--- src/rtl/spi_mem_master.sv ---
// spi_mem_master: turns parallel write/read requests into 10-bit SPI command
// frames for the slave/RAM wrapper (00 wr-addr, 01 wr-data, 10 rd-addr,
// 11 rd-data), one bit per clk, and returns read data as a one-cycle pulse.
// Optional feature: define SPI_MEM_MASTER_ADDR_CACHE_EN to remember the last
// write/read address and skip the address frame when a request repeats it.
module spi_mem_master #(
  parameter int ADD_SIZE = 8,
  parameter int MISO_DLY = 2,
  parameter int GAP      = 1
) (
  input  logic                clk,
  input  logic                arst_n,
  input  logic                req_valid,
  output logic                req_ready,
  input  logic                req_write,
  input  logic [ADD_SIZE-1:0] req_addr,
  input  logic [7:0]          req_wdata,
  output logic                rsp_valid,
  output logic [7:0]          rsp_rdata,
  output logic                busy,
  output logic                SS_n,
  output logic                MOSI,
  input  logic                MISO
);

  typedef enum logic [2:0] {
    ST_IDLE, ST_START, ST_SHIFT, ST_RD_WAIT, ST_CAPTURE, ST_GAP
  } state_t;

  localparam logic [7:0] GAP_LAST = 8'(GAP - 1);
  localparam logic [7:0] DLY_LAST = 8'(MISO_DLY - 1);

  state_t     state, state_next;
  logic [7:0] cnt;
  logic       lat_write;
  logic       second;
  logic [7:0] lat_addr;
  logic [7:0] lat_wdata;
  logic [7:0] sh;
  logic [9:0] frame;
  logic [3:0] bit_idx;
  logic [7:0] req_addr_ext;
  logic       hit;

  assign req_addr_ext = 8'(req_addr);
  assign bit_idx      = 4'd9 - cnt[3:0];

  // Select the frame being sent: address frame first, then data frame.
  always_comb begin
    frame = {2'b00, lat_addr};
    if (second) begin
      frame = lat_write ? {2'b01, lat_wdata} : {2'b11, 8'h00};
    end else if (!lat_write) begin
      frame = {2'b10, lat_addr};
    end
  end

  // State register; reset returns to IDLE immediately, dropping any frame.
  always_ff @(posedge clk or negedge arst_n) begin
    if (!arst_n) state <= ST_IDLE;
    else         state <= state_next;
  end

  // Next-state logic and the serial/handshake outputs decoded from state.
  always_comb begin
    state_next = state;
    req_ready  = 1'b0;
    busy       = 1'b1;
    SS_n       = 1'b0;
    MOSI       = 1'b0;
    case (state)
      ST_IDLE: begin
        busy      = 1'b0;
        req_ready = 1'b1;
        SS_n      = 1'b1;
        if (req_valid) state_next = ST_START;
      end
      ST_START: begin
        MOSI       = frame[9];
        state_next = ST_SHIFT;
      end
      ST_SHIFT: begin
        MOSI = frame[bit_idx];
        if (cnt == 8'd9) begin
          if (second && !lat_write)
            state_next = (MISO_DLY == 0) ? ST_CAPTURE : ST_RD_WAIT;
          else
            state_next = ST_GAP;
        end
      end
      ST_RD_WAIT: begin
        if (cnt == DLY_LAST) state_next = ST_CAPTURE;
      end
      ST_CAPTURE: begin
        if (cnt == 8'd7) state_next = ST_GAP;
      end
      ST_GAP: begin
        SS_n = 1'b1;
        if (cnt == GAP_LAST) state_next = second ? ST_IDLE : ST_START;
      end
      default: begin
        state_next = ST_IDLE;
      end
    endcase
  end

  // Per-state cycle counter, request latches, MISO shift and read response.
  always_ff @(posedge clk or negedge arst_n) begin
    if (!arst_n) begin
      cnt       <= '0;
      lat_write <= 1'b0;
      second    <= 1'b0;
      lat_addr  <= '0;
      lat_wdata <= '0;
      sh        <= '0;
      rsp_valid <= 1'b0;
      rsp_rdata <= '0;
    end else begin
      rsp_valid <= 1'b0;
      cnt       <= (state_next != state) ? 8'd0 : cnt + 8'd1;
      case (state)
        ST_IDLE: begin
          if (req_valid) begin
            lat_write <= req_write;
            lat_addr  <= req_addr_ext;
            lat_wdata <= req_wdata;
            second    <= hit;
          end
        end
        ST_CAPTURE: begin
          sh <= {sh[6:0], MISO};
          if (cnt == 8'd7) begin
            rsp_valid <= 1'b1;
            rsp_rdata <= {sh[6:0], MISO};
          end
        end
        ST_GAP: begin
          if (cnt == GAP_LAST) second <= 1'b1;
        end
        default: ;
      endcase
    end
  end

`ifdef SPI_MEM_MASTER_ADDR_CACHE_EN
  logic       wr_vld, rd_vld;
  logic [7:0] wr_addr, rd_addr;

  // A request hits when its address equals the last one sent in its direction.
  always_comb begin
    hit = req_write ? (wr_vld && (wr_addr == req_addr_ext))
                    : (rd_vld && (rd_addr == req_addr_ext));
  end

  // Record the address once its frame has been fully shifted out.
  always_ff @(posedge clk or negedge arst_n) begin
    if (!arst_n) begin
      wr_vld  <= 1'b0;
      rd_vld  <= 1'b0;
      wr_addr <= '0;
      rd_addr <= '0;
    end else if (state == ST_SHIFT && cnt == 8'd9 && !second) begin
      if (lat_write) begin
        wr_vld  <= 1'b1;
        wr_addr <= lat_addr;
      end else begin
        rd_vld  <= 1'b1;
        rd_addr <= lat_addr;
      end
    end
  end
`else
  assign hit = 1'b0;
`endif

endmodule

--- config.mk ---
export PLATFORM = sky130hd
export DESIGN_NAME = spi_mem_master
export DESIGN_NICKNAME = d
export VERILOG_FILES = /design/src/rtl/spi_mem_master.sv
export SDC_FILE = /design/constraint.sdc
export NUM_CORES = 1
export LEC_CHECK = 0
export ABC_AREA = 1
export BUFFER_PORTS_ARGS = -buffer_cell sky130_fd_sc_hd__buf_4
export CAP_MARGIN = 20
export CORE_MARGIN = 3
export CORE_UTILIZATION = 45
export CTS_BUF_LIST = sky130_fd_sc_hd__clkbuf_8
export DETAILED_ROUTE_END_ITERATION = 8
export PLACE_DENSITY = 0.65
export SLEW_MARGIN = 20
export SYNTH_ARGS = -nofsm -noshare
export SYNTH_HDL_FRONTEND = slang
export SYNTH_SLANG_ARGS = --single-unit
--- constraint.sdc ---
create_clock -name clk -period 3.37 [get_ports clk]
set_clock_uncertainty 0.15 [all_clocks]
set_input_delay 0.674 -clock clk [delete_from_list [all_inputs] [get_ports clk]]
set_output_delay 0.674 -clock clk [all_outputs]
set_load 0.03 [all_outputs]
### Yosys cells after proc, flatten, opt, wreduce, memory -nomap -nowiden

Index checks and enable logic that the tools add are counted.

| cells by class | value |
|---|---|
| $add $sub $neg | 2 |
| multipliers | 0 |
| div/mod/pow operators | 0 |
| order comparisons | 1 |
| equal/unequal tests | 11 |
| shift-type cells | 0 |
| multiplexer cells | 23 |
| bitwise operators | 0 |
| reductions and logical operators | 9 |

Operators by type and width:

| operator | number |
|---|---|
| 2-to-1 mux 10 bit | 3 |
| 2-to-1 mux 3 bit | 6 |
| case mux 3 bit (6 select lines) | 1 |
| 2-to-1 mux 1 bit | 9 |
| adder 8 x 1 -> 8 bit (second input constant) | 1 |
| equality test 8 x 1 -> 1 bit (second input constant) | 1 |
| equality test 8 x 3 -> 1 bit (second input constant) | 1 |
| equality test 8 x 4 -> 1 bit (second input constant) | 1 |
| zero test 8 bit | 1 |
| 2-to-1 mux 8 bit | 1 |
| equality test 3 x 2 -> 1 bit (second input constant) | 2 |
| equality test 3 bit (second input constant) | 2 |
| < comparator 4 x 5 -> 1 bit (second input constant) | 1 |
| binary-select mux 1 bit (select 4 bit) | 1 |
| inequality test 2 bit (second input constant) | 2 |
| case mux 1 bit (2 select lines) | 2 |
| AND reduction 2 bit | 2 |
| subtractor 4 bit (first input constant) | 1 |
| equality test 3 x 1 -> 1 bit (second input constant) | 1 |
| zero test 3 bit | 1 |
| inequality test 3 bit | 1 |
| AND reduction 3 bit | 1 |
| nonzero test 2 bit | 1 |
| OR reduction 2 bit | 1 |
| 2 further kinds | 2 |

| word-level totals | value |
|---|---|
| flip-flop bits (word level) | 45 |
| latch bits | 0 |
| RAM bits | 0 |
| ROM bits | 0 |
| input bits | 21 |
| memories | 0 |

### Depth between registers and ports, before layout

| logic depth | value |
|---|---|
| word-level depth | 7 |
| gate-level depth with buffers | 13 |

### Worst setup path after synthesis

Ideal clock, no wire load.

| path | value |
|---|---|
| path kind | reg-to-output |
| from | register cnt[2] |
| to | output MOSI |
| data arrival time | 1.424 ns |
| required time | 2.546 ns |
| slack | 1.122 ns |
| cell stages (with the launch flop) | 9 |
| buffers on the path | 0 |
| cells stage by stage | dfrtp_1 inv_1 ha_1 inv_1 o211ai_1 a21oi_1 o21a_1 nand2_1 nand2_1 |

| between the ends | value |
|---|---|
| longest elaborated chain between the ends | 4 |

Ends and longest elaborated chain:

| element | RTL line | source |
|---|---|---|
| start: declaration | 34 | `logic [7:0] cnt;` |
| start signal: assignment | 120 | `cnt <= (state_next != state) ? 8'd0 : cnt + 8'd1;` |
| subtractor 4 bit | 46 | `assign bit_idx = 4'd9 - cnt[3:0];` |
| binary-select mux 1 bit (select 4 bit) | 83 | `MOSI = frame[bit_idx];` |
| 2-to-1 mux 1 bit (not written as such) | 83 |  |
| case mux 1 bit (2 select lines) | 71 | `case (state)` |
| end: declaration | 22 | `output logic MOSI,` |

No other way between the ends. The select of a mux whose other input is x is not followed.

### Final worst setup path

| path | value |
|---|---|
| from | register second |
| to | output MOSI |

| between the ends | value |
|---|---|
| longest elaborated chain between the ends | 4 |

Ends and longest elaborated chain:

| element | RTL line | source |
|---|---|---|
| start: declaration | 36 | `logic second;` |
| start signal: assignment | 127 | `second <= hit;` |
| 2-to-1 mux 10 bit * | 51 | `if (second) begin` |
| binary-select mux 1 bit (select 4 bit) | 83 |  |
| 2-to-1 mux 1 bit (not written as such) | 83 |  |
| case mux 1 bit (2 select lines) * | 71 |  |

Every way passes the cells marked *; elsewhere a longest branch is shown, timed or not. The select of a mux whose other input is x is not followed.

==> impl_metrics.env <==
export IMPL_outcome="complete, no violations"
export IMPL_min_path_type="input pin to async pin"
export IMPL_hold_viol=0
export IMPL_ys_types=28
export IMPL_die_x_um=78.13
export IMPL_row_count=25
export IMPL_nets=350
export IMPL_fin_crit_ns=2.730
export IMPL_worst_slew_pin_transition_ns=0.5508
export IMPL_fin_setup_tns_ns=0
export IMPL_gp_congestion=0.8301
export IMPL_synth_area_leaders="dfrtp_1, nand2_1, o21ai_0"
export IMPL_ys_warn_count=0
export IMPL_reg2reg_from="cnt[0]"
export IMPL_initial_utilization=0.4797
export IMPL_clk_pin_slew_ns=0.08
export IMPL_antenna_found_initial=0
export IMPL_p_leak_nw=1.424
export IMPL_drive_above_1_share=0.2400
export IMPL_grt_pass1_vias=1698
export IMPL_antenna_cells=0
export IMPL_cpPeakStageDelay_ns=0.53
export IMPL_clock_path_buffers=2
export IMPL_cp_slowest_cell="dfrtp_1"
export IMPL_htree_levels=2
export IMPL_synthXorXnorAreaFrac=0.02619
export IMPL_cts_tree="built"
export IMPL_synth_common_cells="nand2_1, dfrtp_1, inv_1"
export IMPL_drc_errors=0
export IMPL_reg2reg_depth=11
export IMPL_pwr_density_cell_mw_per_mm2=777.5
export IMPL_fin_util=0.5628
export IMPL_vias=1808
export IMPL_yosysTopAreaCell="dfrtp_1"
export IMPL_yosysTopAreaCellShare=0.4810
export IMPL_cp_num_buf_inv=1
export IMPL_cp_depth=12
export IMPL_crit_path_max_fanout=17
export IMPL_postCtsSetupRepairBufs=0
export IMPL_synth_main_ff_cell="dfrtp_1"
export IMPL_yosysMostFrequentCell="nand2_1"
export IMPL_ctsRootBufferMaster="clkbuf_8"
export IMPL_area_growth_pct=17.32
export IMPL_dr_first_iter_drc_count=97
export IMPL_hpwl_um=3169
export IMPL_fillCellCount=496
export IMPL_clock_sinks=45
export IMPL_syn_area_mm2=0.002341
export IMPL_worst_ep_arrival_time_ns=1.91
export IMPL_synth_edf_count=0
export IMPL_synth_nets=319
export IMPL_synth_seq_cells=45
export IMPL_grt_pass1_wl_um=7665
export IMPL_synth_mux_area_frac=0
export IMPL_cp_top_family="simple AND/OR/NAND/NOR gates"
export IMPL_core_area_mm2=0.004880
export IMPL_die_y_um=78.13
export IMPL_grt_overflow_total=0
export IMPL_synth_seq_area_share=0.4810
export IMPL_avgViaCountPerCell=4.612
export IMPL_ctsHoldBuffers=0
export IMPL_clk_latency_ns=0.30
export IMPL_grt_use_total=0.1567
export IMPL_power_mw=2.135
export IMPL_worst_setup_path_type="register to primary output"
export IMPL_rsz0062_at_grt="no"
export IMPL_grt_max_degree=46
export IMPL_crit_top_cell="nand2_1"
export IMPL_period_share=0.8100
export IMPL_final_max_slew_viol_count=0
export IMPL_synth_avg_cell_area_um2=7.990
export IMPL_setup_viol=0
export IMPL_vdd_drop_max_uv=423.4
export IMPL_worstSetupEndpointType="primary output"
export IMPL_required_ns=2.55
export IMPL_syn_inst=293
export IMPL_first_pass_iters=4
export IMPL_async_flop_share=1.000
export IMPL_routedWlPerCell_um=11.06
export IMPL_io_buffers=33
export IMPL_fmax_mhz=366.3
export IMPL_post_cts_resized=0
export IMPL_die_area_mm2=0.006104
export IMPL_cap_violations=0
export IMPL_synth_top_family_by_area="simple AND/OR/NAND/NOR gates"
export IMPL_synthSimpleGateAreaFrac=0.3453
export IMPL_crit_start="second"
export IMPL_cts_buffers_inserted=5
export IMPL_synth_compound_area_frac=0.06414
export IMPL_synth_fa_ha_area_frac=0.02672
export IMPL_drt_total_wl_um=4335
export IMPL_postRouteAntennaNets=0
export IMPL_slew_headroom=0.6328
export IMPL_path_cells="or2_2 -> nand2_1 -> nand2_1 -> nand2_1 -> nand2_1 -> nand2_1 -> nand2_1 -> nand2_1 -> nand2_1 -> nand2_1 -> nand2_1 -> buf_4"
export IMPL_ios=34
export IMPL_start_kind="register"
## layout by cell type, fill, tap and decap left out, drive strengths merged
cell,count
clkbuf,6
xnor2,2
ha,5
buf,33
nor2,23
o211ai,1
nand4,3
nand3b,1
o2111ai,1
or2,7
dfrtp,45
clkinvlp,1
o21ai,19
bufinv,1
inv,23
a21oi,4
o21a,1
nand2,139
nor3,2
xor2,5
nand3,3
## per-layer routing
layer	track usage	vias up	wire length [µm]
met5	0	-	0
met4	0.05769	0	70
met3	0.03670	7	157
met2	0.2389	26	1925
met1	0.2177	811	2182
li1	-	964	-
## layout make-up
cell class | instances | area [µm²] | share of cell area
Clock inverter | 2 | 37.54 | 0.01367
Sequential cell | 45 | 1126 | 0.4100
Inverter | 23 | 86.33 | 0.03144
Tap cell | 67 | 83.83 | 0.03052
Clock buffer | 6 | 82.58 | 0.03007
Timing Repair Buffer | 33 | 247.7 | 0.09021
Multi-Input combinational cell | 216 | 1082 | 0.3941
## worst paths after layout
path	slack, ns	to
min	0.21	cnt[7]
max in group asynchronous	2.49	rsp_rdata[3]
min reg2reg	0.34	lat_addr[5]
min in group clk	0.34	lat_addr[5]
max	0.64	MOSI
max reg2reg	1.34	cnt[0]
## worst reg2reg max path, delay by kind of cell, from the launching register on
family	cells	cell delay, ns
AND/OR/NAND/NOR	10	0.93
flip-flops	1	0.53
adder cells (fa/ha/maj)	1	0.30
## where the power goes
group	leakage, nW	internal [mW]	total, mW	switching (mW)
combinational	0.780	0.336	0.895	0.560
clock	0.0574	0.241	0.426	0.185
sequential	0.587	0.686	0.814	0.129
## cell families after synthesis
| group | after synthesis |
|---|---|
| XOR/XNOR | 7 |
| AND/OR/NAND/NOR | 178 |
| buffers and inverters | 32 |
| flip-flops | 45 |
| adder cells (fa/ha/maj) | 5 |
| AO/OA/AOI/OAI | 26 |
## stage by stage
stage	area, µm²	std cells	hold slack [ns]	setup WS (ns)
finish	2746	392	0.2126	0.6403
global route	2746	392	0.2491	0.4061
global placement	2626	384	0.3106	0.9842
CTS	2746	392	0.2358	0.6283
detailed placement	2626	384	0.3162	0.9727
floorplan	2341	293	0.2284	1.122
## sequential cells by signal (all words and copies together) (netlist names), 3 cells and up
register   flops
cnt            8
lat_addr       8
lat_wdata      8
rsp_rdata      8
sh             7
state          3
(Power assumes the default switching activity.)
